$ cat config.mk
export PLATFORM = sky130hd
export DESIGN_NAME = sa_scan_chain_ctrl
export DESIGN_NICKNAME = d
export VERILOG_FILES = /design/src/rtl/sa_scan_pkg.sv /design/src/rtl/sa_scan_chain_ctrl_misr.sv /design/src/rtl/sa_scan_chain_ctrl.sv
export SDC_FILE = /design/constraint.sdc
export NUM_CORES = 1
export LEC_CHECK = 0
export BUFFER_PORTS_ARGS = -buffer_cell sky130_fd_sc_hd__buf_2
export CAP_MARGIN = 40
export CORE_MARGIN = 2
export CORE_UTILIZATION = 50
export CTS_CLUSTER_DIAMETER = 100
export DETAILED_ROUTE_END_ITERATION = 12
export PLACE_DENSITY_LB_ADDON = 0.2
export SLEW_MARGIN = 20
export SYNTH_ARGS = -nofsm -noshare
export SYNTH_HDL_FRONTEND = slang
export SYNTH_HIERARCHICAL = 1
export SYNTH_SLANG_ARGS = --single-unit
export TNS_END_PERCENT = 100
$ cat constraint.sdc
create_clock -name CP -period 2.07 [get_ports CP]
set_input_delay 0.207 -clock CP [delete_from_list [all_inputs] [get_ports CP]]
set_output_delay 0.207 -clock CP [all_outputs]
set_load 0.05 [all_outputs]
$ cat src/rtl/sa_scan_pkg.sv
// Shared types and constants for the SA scan chain controller.
// Optional MISR is enabled with SA_SCAN_CHAIN_CTRL_MISR_EN.
package sa_scan_pkg;

  typedef enum logic [1:0] {
    IDLE    = 2'd0,
    SHIFT   = 2'd1,
    CAPTURE = 2'd2,
    RESP    = 2'd3
  } scan_state_e;

  localparam int MISR_W = 32;
  localparam logic [MISR_W-1:0] MISR_POLY_DEF = 32'h04C11DB7;

endpackage

$ cat src/rtl/sa_scan_chain_ctrl_misr.sv
// Serial-in Galois MISR with synchronous clear (clear beats update).
// Instantiated by the controller only under SA_SCAN_CHAIN_CTRL_MISR_EN.
module sa_scan_misr
  import sa_scan_pkg::*;
#(
  parameter logic [MISR_W-1:0] POLY = MISR_POLY_DEF
) (
  input  logic              CP,
  input  logic              CDN,
  input  logic              clr,
  input  logic              en,
  input  logic              din,
  output logic [MISR_W-1:0] sig
);

  logic fb;
  assign fb = sig[MISR_W-1] ^ din;

  always_ff @(posedge CP or negedge CDN) begin
    if (!CDN) begin
      sig <= '0;
    end else if (clr) begin
      sig <= '0;
    end else if (en) begin
      sig <= {sig[MISR_W-2:0], 1'b0} ^ (fb ? POLY : '0);
    end
  end

endmodule

$ cat src/rtl/sa_scan_chain_ctrl.sv
// Scan chain load/unload controller with optional capture cycle.
// Define SA_SCAN_CHAIN_CTRL_MISR_EN to add the scan-out MISR.
module sa_scan_chain_ctrl
  import sa_scan_pkg::*;
#(
  parameter int CHAIN_LEN = 16,
  parameter int CNT_W     = $clog2(CHAIN_LEN + 1)
`ifdef SA_SCAN_CHAIN_CTRL_MISR_EN
  ,
  parameter logic [MISR_W-1:0] MISR_POLY = MISR_POLY_DEF
`endif
) (
  input  logic                 CP,
  input  logic                 CDN,
  input  logic                 req_valid,
  output logic                 req_ready,
  input  logic [CHAIN_LEN-1:0] req_pattern,
  input  logic                 req_capture,
  output logic                 rsp_valid,
  input  logic                 rsp_ready,
  output logic [CHAIN_LEN-1:0] rsp_data,
  output logic                 scan_se,
  output logic                 scan_si,
  input  logic                 scan_so,
  output logic                 busy
`ifdef SA_SCAN_CHAIN_CTRL_MISR_EN
  ,
  input  logic                 misr_clr,
  output logic [MISR_W-1:0]    misr_sig
`endif
);

  localparam logic [CNT_W-1:0] LAST = CNT_W'(CHAIN_LEN - 1);

  scan_state_e          state;
  logic [CNT_W-1:0]     cnt;
  logic [CHAIN_LEN-1:0] pat_q;
  logic [CHAIN_LEN-1:0] rsp_q;
  logic                 cap_q;

  assign rsp_data = rsp_q;

  // pat_q/rsp_q shift so bit cnt is always at the serial end
  always_ff @(posedge CP or negedge CDN) begin
    if (!CDN) begin
      state     <= IDLE;
      cnt       <= '0;
      pat_q     <= '0;
      rsp_q     <= '0;
      cap_q     <= 1'b0;
      req_ready <= 1'b1;
      rsp_valid <= 1'b0;
      scan_se   <= 1'b0;
      scan_si   <= 1'b0;
      busy      <= 1'b0;
    end else begin
      unique case (state)
        IDLE: begin
          if (req_valid && req_ready) begin
            pat_q     <= req_pattern;
            cap_q     <= req_capture;
            cnt       <= '0;
            scan_si   <= req_pattern[0];
            scan_se   <= 1'b1;
            req_ready <= 1'b0;
            busy      <= 1'b1;
            state     <= SHIFT;
          end
        end
        SHIFT: begin
          rsp_q <= {scan_so, rsp_q[CHAIN_LEN-1:1]};
          pat_q <= pat_q >> 1;
          if (cnt == LAST) begin
            cnt     <= '0;
            scan_se <= 1'b0;
            scan_si <= 1'b0;
            if (cap_q) begin
              state <= CAPTURE;
            end else begin
              state     <= RESP;
              rsp_valid <= 1'b1;
            end
          end else begin
            cnt     <= cnt + 1'b1;
            scan_si <= pat_q[1];
          end
        end
        CAPTURE: begin
          state     <= RESP;
          rsp_valid <= 1'b1;
        end
        RESP: begin
          if (rsp_ready) begin
            rsp_valid <= 1'b0;
            req_ready <= 1'b1;
            busy      <= 1'b0;
            state     <= IDLE;
          end
        end
        default: state <= IDLE;
      endcase
    end
  end

`ifdef SA_SCAN_CHAIN_CTRL_MISR_EN
  sa_scan_misr #(
    .POLY(MISR_POLY)
  ) u_misr (
    .CP  (CP),
    .CDN (CDN),
    .clr (misr_clr),
    .en  (state == SHIFT),
    .din (scan_so),
    .sig (misr_sig)
  );
`endif

endmodule

## After elaboration in Yosys (flattened, before gate mapping)

Index checks and enable logic that the tools add are counted.

| operators by class | value |
|---|---|
| multiplexer cells | 24 |
| reductions and logical operators | 11 |
| $add $sub $neg | 1 |
| equal/unequal tests | 8 |

Operators with widths:

| cell | count |
|---|---|
| $pmux W16 S2 | 1 |
| $mux W16 | 1 |
| $mux W1 | 10 |
| $mux W5 | 2 |
| $pmux W5 S2 | 1 |
| $reduce_and A3 Y1 | 3 |
| $ne A2 B2 Y1 const B | 4 |
| $pmux W1 S2 | 4 |
| $pmux W2 S4 | 1 |
| $mux W2 | 3 |
| $add A5 B1 Y5 const B | 1 |
| $eq A5 B4 Y1 const B | 1 |
| $eq A2 B2 Y1 const B | 2 |
| $reduce_and A2 Y1 | 2 |
| $reduce_and A4 Y1 | 1 |
| $reduce_bool A2 Y1 | 2 |
| $pmux W1 S3 | 1 |
| $reduce_bool A3 Y1 | 1 |
| $eq A2 B1 Y1 const B | 1 |
| $logic_not A2 Y1 | 1 |
| $logic_and A1 B1 Y1 | 1 |

| word-level totals | value |
|---|---|
| logic and storage cells | 54 |
| output and inout bits | 21 |
| bits of input ports | 22 |
| register bits | 45 |

## Longest topological paths before layout

Gate-level depths: netlist of run 1.

| depth | value |
|---|---|
| word-level depth | 3 |
| gate-level depth with buffers | 8 |
| mapped depth without buffers | 5 |

## Least setup slack after synthesis of run 1

No wires, ideal clock.

| timing | value |
|---|---|
| kind | reg-to-reg |
| start | register state[0] |
| end | register state[1] |
| slack | 0.426 ns |
| arrival time | 1.516 ns |
| setup time | 0.128 ns |
| cell stages (with the launch flop) | 7 |
| required time | 1.942 ns |
| clock period less this slack | 1.644 ns |
| path buffers | 1 |
| cell sequence | dfrtp_1 inv_1 ha_1 buf_4 a21boi_4 a211oi_2 mux2_1 |

| between the ends | value |
|---|---|
| longest elaborated chain between the ends | 3 |
| elaborated cells between the ends (all ways) | 9 |
| classes of those cells | eq/ne: 6; mux: 1; reduce/logical: 2 |

RTL lines:

| item | line | source |
|---|---|---|
| from (decl) | sa_scan_chain_ctrl.sv:35 | `scan_state_e state;` |
| from (signal assigned) | sa_scan_chain_ctrl.sv:46 | `state <= IDLE;` |
| from (signal assigned) | sa_scan_chain_ctrl.sv:67 | `state <= SHIFT;` |
| from (signal assigned) | sa_scan_chain_ctrl.sv:78 | `state <= CAPTURE;` |
| $eq A2 B1 Y1 (tied with other cells) | sa_scan_chain_ctrl.sv:57 | `unique case (state)` |
| $ne A2 B2 Y1 (no line) | - |  |
| $reduce_and A3 Y1 (no line) | - |  |

Several ways; a longest one is shown, not always the timed one.
A chain may end at the register's enable or synchronous reset.

## Worst setup path in the final report of run 1

| timing | value |
|---|---|
| start | register state[1] |
| end | register pat_q[6] |

| between the ends | value |
|---|---|
| longest elaborated chain between the ends | 3 |
| elaborated cells between the ends (all ways) | 6 |
| classes of those cells | eq/ne: 2; mux: 1; reduce/logical: 3 |

RTL lines:

| item | line | source |
|---|---|---|
| $eq A2 B1 Y1 / $logic_not A2 Y1 (equally long branches) | sa_scan_chain_ctrl.sv:57 |  |
| $reduce_bool A2 Y1 (no line) / $ne A2 B2 Y1 (equally long branches) | - |  |
| $reduce_and A2 Y1 (no line) | - |  |
| to (signal assigned) | sa_scan_chain_ctrl.sv:60 | `pat_q <= req_pattern;` |
| to (signal assigned) | sa_scan_chain_ctrl.sv:72 | `pat_q <= pat_q >> 1;` |
| to (decl) | sa_scan_chain_ctrl.sv:37 | `logic [CHAIN_LEN-1:0] pat_q;` |

Several ways; a longest one is shown, not always the timed one.

==> results of run 1 <==
-- path summary, 6_finish.rpt --
path,cells past startpoint,slack (ns),end
worst min-delay path,3,0.11,cap_q$_DFFE_PN0P_
worst max-delay path,5,0.23,pat_q[6]$_DFFE_PN0P_
worst min register to register,1,0.50,rsp_valid$_DFFE_PN0P_
worst max register to register,5,0.23,pat_q[6]$_DFFE_PN0P_
max in group asynchronous,3,1.04,pat_q[8]$_DFFE_PN0P_
min in group asynchronous,2,0.45,rsp_data[1]$_DFFE_PN0P_
-- metal layers --
metal	wire [µm]	track usage	part of all wire
met3	182	0.05409	0.044
met2	2151	0.3291	0.52
met5	0	0	0
met4	57	0.05882	0.014
met1	1785	0.2220	0.43
-- area by class of cell --
type                       count  share of cell area
multi-input combinational    119              0.3713
timing repair buffer          50              0.1107
clock buffer                   7             0.03098
inverter                       8             0.01219
clock inverter                 1            0.002031
tap                           50             0.02539
sequential                    44              0.4474
-- flip-flops by register name, indices dropped and copies added (netlist names) --
register   cells
scan_se        1
rsp_data      16
scan_si        1
cap_q          1
pat_q         15
req_ready      1
cnt            5
busy           1
state          2
rsp_valid      1
-- cell usage after synthesis, types with 2 or more instances --
library cell,n,share of area
dfrtp_1,43,0.51
a21oi_1,19,0.045
mux2_2,16,0.085
nor3_1,16,0.038
mux2i_1,15,0.071
nand2_1,9,0.016
inv_1,8,0.014
buf_4,7,0.025
ha_1,5,0.030
o21ai_0,5,0.012
buf_2,4,0.0095
nand3_1,4,0.0095
nand2b_1,3,0.0089
nor2b_1,3,0.0089
a31oi_1,2,0.0059
o211ai_1,2,0.0071
o22ai_1,2,0.0059
-- power groups by stage --
stage,Combinational [µW],Sequential [µW],Clock (µW)
after floorplan,8.84,876,0
after global placement,50.3,876,0
after detailed placement,52.6,876,0
after CTS,54.2,859,529
after global routing,60.7,859,572
final,52.3,859,508
-- cell families (layout without fill, tap and decap cells) --
kind of cell / Yosys count / in the layout / synth area share
multiplexers: 32 / 32 / 0.1613
AND/OR/NAND/NOR: 40 / 40 / 0.1022
AO/OA/AOI/OAI: 42 / 42 / 0.1377
buffers and inverters: 19 / 66 / 0.04846
adder cells (fa/ha/maj): 5 / 5 / 0.02955
flip-flops: 44 / 44 / 0.5207
-- tightest hold or removal path: cells and delay by family --
| kind | cells | cell delay, ns |
|---|---|---|
| and+or+nand+nor | 2 | 0.09 |
| buffers and inverters | 1 | 0.07 |
-- per-stage QoR --
stage                     instances  cell area, µm²
after floorplan                 182            2117
after global routing            279            2464
after global placement          270            2372
after CTS                       279            2464
final                           279            2464
after detailed placement        270            2372
-- timing repair --
item / CTS / global route
endpoints found under the hold margin: 25 / 0
hold buffers: 1 / 0
buffers inserted: 0 / 0
==> run_results.csv, run 1 <==
group,metric,value,unit
finish,regArea,1102,µm²
finish,post-route-util,0.6115,
worst_setup_path,crit_slowest_cell,"nand2_1",
worst_setup_path,cp-start-kind,"flip-flop",
worst_setup_path,crit_path_end_kind,"flip-flop",
finish,syn2layout_area_growth,16.37,%
yosys,ys_ff_latch,44,
cts,numCtsBuffers,5,
cts,cts-resized-gates,0,
timing,final_hold_viol_count,0,
cts,h-tree-depth,2,
global_route,grt_start_max_net_pins,29,
yosys,syn_area,2117,µm²
global_route,grt_pass1_wl,7.231,mm
detailed_routing,ant_nets,0,
yosys,syn_inst,182,
pwr,p_int,1118,µW
timing,finClkSkew,0.003648,ns
status,status,"complete, no violations",
cts,path_clk_slew,0.07,ns
worst_setup_path,worstSetupPathType,"flip-flop to flip-flop",
worst_setup_path,cp-startpoint,"state[1]$_DFFE_PN0P_",
detailed_routing,first_iter_violations,95,
finish,antenna_cells,0,
pwr,ir_worst_vdd,502.1,µV
finish,final_common_cell,"dfrtp_1",
placed_design,place.gp.congestion,0.7604,
yosys,synthArstFlopShare,1.000,
global_route,grt_util_all_layers,0.1878,
timing,finalMaxSlewViolations,0,
cts,clock_path_buffers,2,
pwr,power,1420,µW
worst_hold_path,hp-class,"primary input to flip-flop",
global_route,antenna_found_initial,0,
yosys,synth-edff-count,0,
yosys,yosysSeqAreaShare,0.5207,
detailed_routing,wl_per_cell,14.97,µm
cts,cts_root_buffer,"clkbuf_8",
timing,worst_slack,0.2319,ns
placed_design,dp.final_hpwl,3.033,mm
pwr,leakage,0.001262,µW
pwr,p_switching,301.0,µW
worst_setup_path,cp_data_arrival_time,1.99,ns
finish,final_nets,255,
finish,most-common-layout-cells,"dfrtp_1, buf_2, a21oi_1",
placed_design,portBuffers,42,
pwr,power_density,576.2,nW/µm²
worst_hold_path,hold_start,"req_capture",
finish,nFillCells,362,
pwr,p_sw_frac,0.2121,
pwr,pwr-share-seq,0.605,
floorplanning,core,4029,µm²
worst_setup_path,critPathBufInv,1,
yosys,synthFlopType,"dfrtp_1",
worst_setup_path,worstPathRequired,2.22,ns
timing,max_freq,0.5440,GHz
placed_design,place_ws,0.2376,ns
detailed_routing,drt_first_pass_iters,4,
timing,relSlewSlack,0.5911,
pwr,pwr-share-comb,0.037,
worst_setup_path,max_stage_delay,0.45,ns
timing,min_period,1.838,ns
floorplanning,die_w,69.07,µm
floorplanning,initial_core_util,0.5255,
yosys,avgSynthCellArea,11.63,µm²
worst_setup_path,critPathTopFamily,"simple AND/OR/NAND/NOR gates",
worst_setup_path,reg2reg_from,"state[1]$_DFFE_PN0P_",
timing,fin_crit_sh,0.8880,
finish,multi_input_area,914.6,µm²
timing,hold_ws,0.1079,ns
yosys,ys_warn_count,6,
floorplanning,die_y,69.07,µm
cts,cts_tree,"done",
timing,tightestPinTransition,0.6134,ns
global_route,grt_pass1_vias,1546,
detailed_routing,vias,1528,
cts,clock_sinks,44,
floorplanning,num_rows,23,
floorplanning,io_pins,43,
finish,layout-drive-gt1-share,0.3406,
detailed_routing,drc_errors,0,
yosys,synthesis.nets,209,
detailed_routing,totalWireLength,4.176,mm
pwr,clkPwrFrac,0.358,
detailed_routing,via_per_inst,5.477,
cts,worstSkewPairLatency,0.29,ns
worst_setup_path,worstPathMaxFanout,16,
timing,rsz0062_at_grt,"false",
timing,fin_tns_setup,0,ns
flow_run,drv_cap,0,
worst_setup_path,crit_path_cell_trace,"inv_1, ha_1, nand3_2, nand2_1, a21oi_1",
yosys,synth_cell_types,36,
floorplanning,die-area,4771,µm²
timing,setup_viol,0,
global_route,gr-total-overflow,0,
No activity file was read; power rests on OpenSTA's default activity.
==> inputs of run 2 (changes only) <==
--- a/config.mk
+++ b/config.mk
@@ -7,6 +7,7 @@
 export LEC_CHECK = 0
 export BUFFER_PORTS_ARGS = -buffer_cell sky130_fd_sc_hd__buf_2
 export CAP_MARGIN = 40
+export CORE_ASPECT_RATIO = 0.6
 export CORE_MARGIN = 2
 export CORE_UTILIZATION = 50
 export CTS_CLUSTER_DIAMETER = 100
==> run 2 against run 1 <==
Total power up 2.2%. Via count grew 1.6%. Critical endpoint is now state[1]$_DFFE_PN0P_. Die area grew 0.35%. Sequential power is essentially flat. First-iteration DRC count is 3.2% higher. Worst hold slack gained 0.0031 ns. Combinational power grew 7.5%. Sequential share of layout area shrank 0.78 points.
==> run_results.csv, run 2 (synthesis results as in run 1) <==
group,metric,value,unit
floorplanning,die_w,88.01,µm
cts,cts_tree,"done",
detailed_routing,drc_errors,0,
cts,numCtsBuffers,5,
floorplanning,die-area,4787,µm²
finish,layout-drive-gt1-share,0.3450,
pwr,ir_worst_vdd,384.8,µV
cts,worstSkewPairLatency,0.29,ns
global_route,use_met1,0.2691,
floorplanning,die_y,54.40,µm
global_route,grt_util_all_layers,0.1999,
placed_design,dp.final_hpwl,3.229,mm
timing,tightestPinTransition,0.5194,ns
floorplanning,io_pins,43,
finish,final_common_cell,"dfrtp_1",
detailed_routing,via_per_inst,5.374,
timing,fin_tns_setup,0,ns
global_route,gr-total-overflow,0,
global_route,grt_pass1_wl,7.203,mm
worst_setup_path,cp_data_arrival_time,2.01,ns
finish,nFillCells,344,
floorplanning,core,4076,µm²
cts,path_clk_slew,0.07,ns
timing,setup_viol,0,
global_route,grt_start_max_net_pins,26,
timing,hold_ws,0.1110,ns
worst_setup_path,worstPathRequired,2.24,ns
placed_design,place_area,2405,µm²
detailed_routing,totalWireLength,4.372,mm
cts,cts_root_buffer,"clkbuf_8",
timing,fin_crit_sh,0.8915,
timing,max_freq,0.5419,GHz
timing,min_period,1.845,ns
timing,finClkSkew,0.005560,ns
global_route,busiest_layer,"met2",
worst_hold_path,hp-class,"primary input to flip-flop",
finish,most-common-layout-cells,"dfrtp_1, buf_2, a21oi_1",
floorplanning,num_rows,18,
timing,relSlewSlack,0.6537,
finish,syn2layout_area_growth,18.44,%
status,status,"complete, no violations",
placed_design,place.gp.congestion,0.7919,
timing,final_hold_viol_count,0,
worst_hold_path,hold_depth,3,
global_route,met3_usage,0.04977,
global_route,grt_pass1_vias,1532,
cts,h-tree-depth,2,
detailed_routing,first_iter_violations,98,
worst_setup_path,worstSetupPathType,"flip-flop to flip-flop",
worst_setup_path,reg2reg_depth,5,
placed_design,portBuffers,42,
finish,largest_register_ffs,16,
finish,design_area,2507,µm²
pwr,leakage,0.001273,µW
worst_setup_path,crit_path_end_kind,"flip-flop",
finish,antenna_cells,0,
detailed_routing,wl_per_cell,15.13,µm
global_route,antenna_found_initial,0,
floorplanning,initial_core_util,0.5193,
detailed_routing,drt_first_pass_iters,4,
cts,clock_path_buffers,2,
timing,finalMaxSlewViolations,0,
worst_setup_path,worstPathMaxFanout,10,
pwr,power_density,578.3,nW/µm²
finish,final_nets,255,
detailed_routing,vias,1553,
detailed_routing,ant_nets,0,
worst_setup_path,cp-start-kind,"flip-flop",
flow_run,drv_cap,0,
cts,clock_sinks,44,
timing,rsz0062_at_grt,"false",
global_route,grtUsageMet2,0.3359,
-- run 2: cell types whose count changed in the layout (fill, tap and decap cells not counted), sizes merged --
cell    before  now
clkinv       1    0
clkbuf       7    8
-- run 2: critical path: stages (launching register included) --
cell	delay, ns
dfrtp_1	0.46
inv_1	0.09
ha_1	0.33
a21boi_4	0.21
a211oi_2	0.28
mux2_1	0.35
-- run 2: cell type report --
cell class | instances | area (µm²) | area share
Timing Repair Buffer | 50 | 292.8 | 0.1168
Clock buffer | 8 | 90.09 | 0.03593
Sequential cell | 44 | 1102 | 0.4396
Tap cell | 60 | 75.07 | 0.02994
Multi-Input combinational cell | 119 | 917.1 | 0.3658
Inverter | 8 | 30.03 | 0.01198
-- run 2: what timing repair did --
action,CTS,global route
setup endpoints to repair,0,15
hold buffers,1,0
hold endpoints to repair,18,0
buffers inserted,0,0
resized for setup,0,1
-- run 2: metrics by stage --
stage / std cells / total power (µW) / util / setup WS (ns)
6_report: 289 / 1450 / 0.6151 / 0.2245
5_1_grt: 289 / 1513 / 0.6151 / 0.1323
4_1_cts: 289 / 1464 / 0.6145 / 0.05563
3_5_place_dp: 280 / 932.1 / 0.5899 / 0.06921
3_3_place_gp: 279 / 923.4 / 0.5832 / 0.2515
2_1_floorplan: 182 / 884.9 / - / 0.4264
-- run 2: report_power, final --
group	internal, µW	switching, µW
registers	859	0
clock network	272	263
logic	25.7	30.5
total	1160	293
-- run 2: final timing paths --
check	from	end	slack [ns]
worst min register to register	rsp_valid$_DFFE_PN0P_	rsp_valid$_DFFE_PN0P_	0.49
worst max-delay path	state[0]$_DFFE_PN0P_	state[1]$_DFFE_PN0P_	0.22
min in group asynchronous	CDN	busy$_DFFE_PN0P_	0.43
worst min-delay path	req_capture	cap_q$_DFFE_PN0P_	0.11
max in group asynchronous	CDN	rsp_data[12]$_DFFE_PN0P_	1.15
worst max register to register	state[0]$_DFFE_PN0P_	state[1]$_DFFE_PN0P_	0.22
-- run 2: layer usage --
layer / share of wire / up-vias
met1: 0.47 / 772
met2: 0.48 / 32
met4: 0.0043 / 0
met3: 0.043 / 2
met5: 0 / -
li1: - / 747
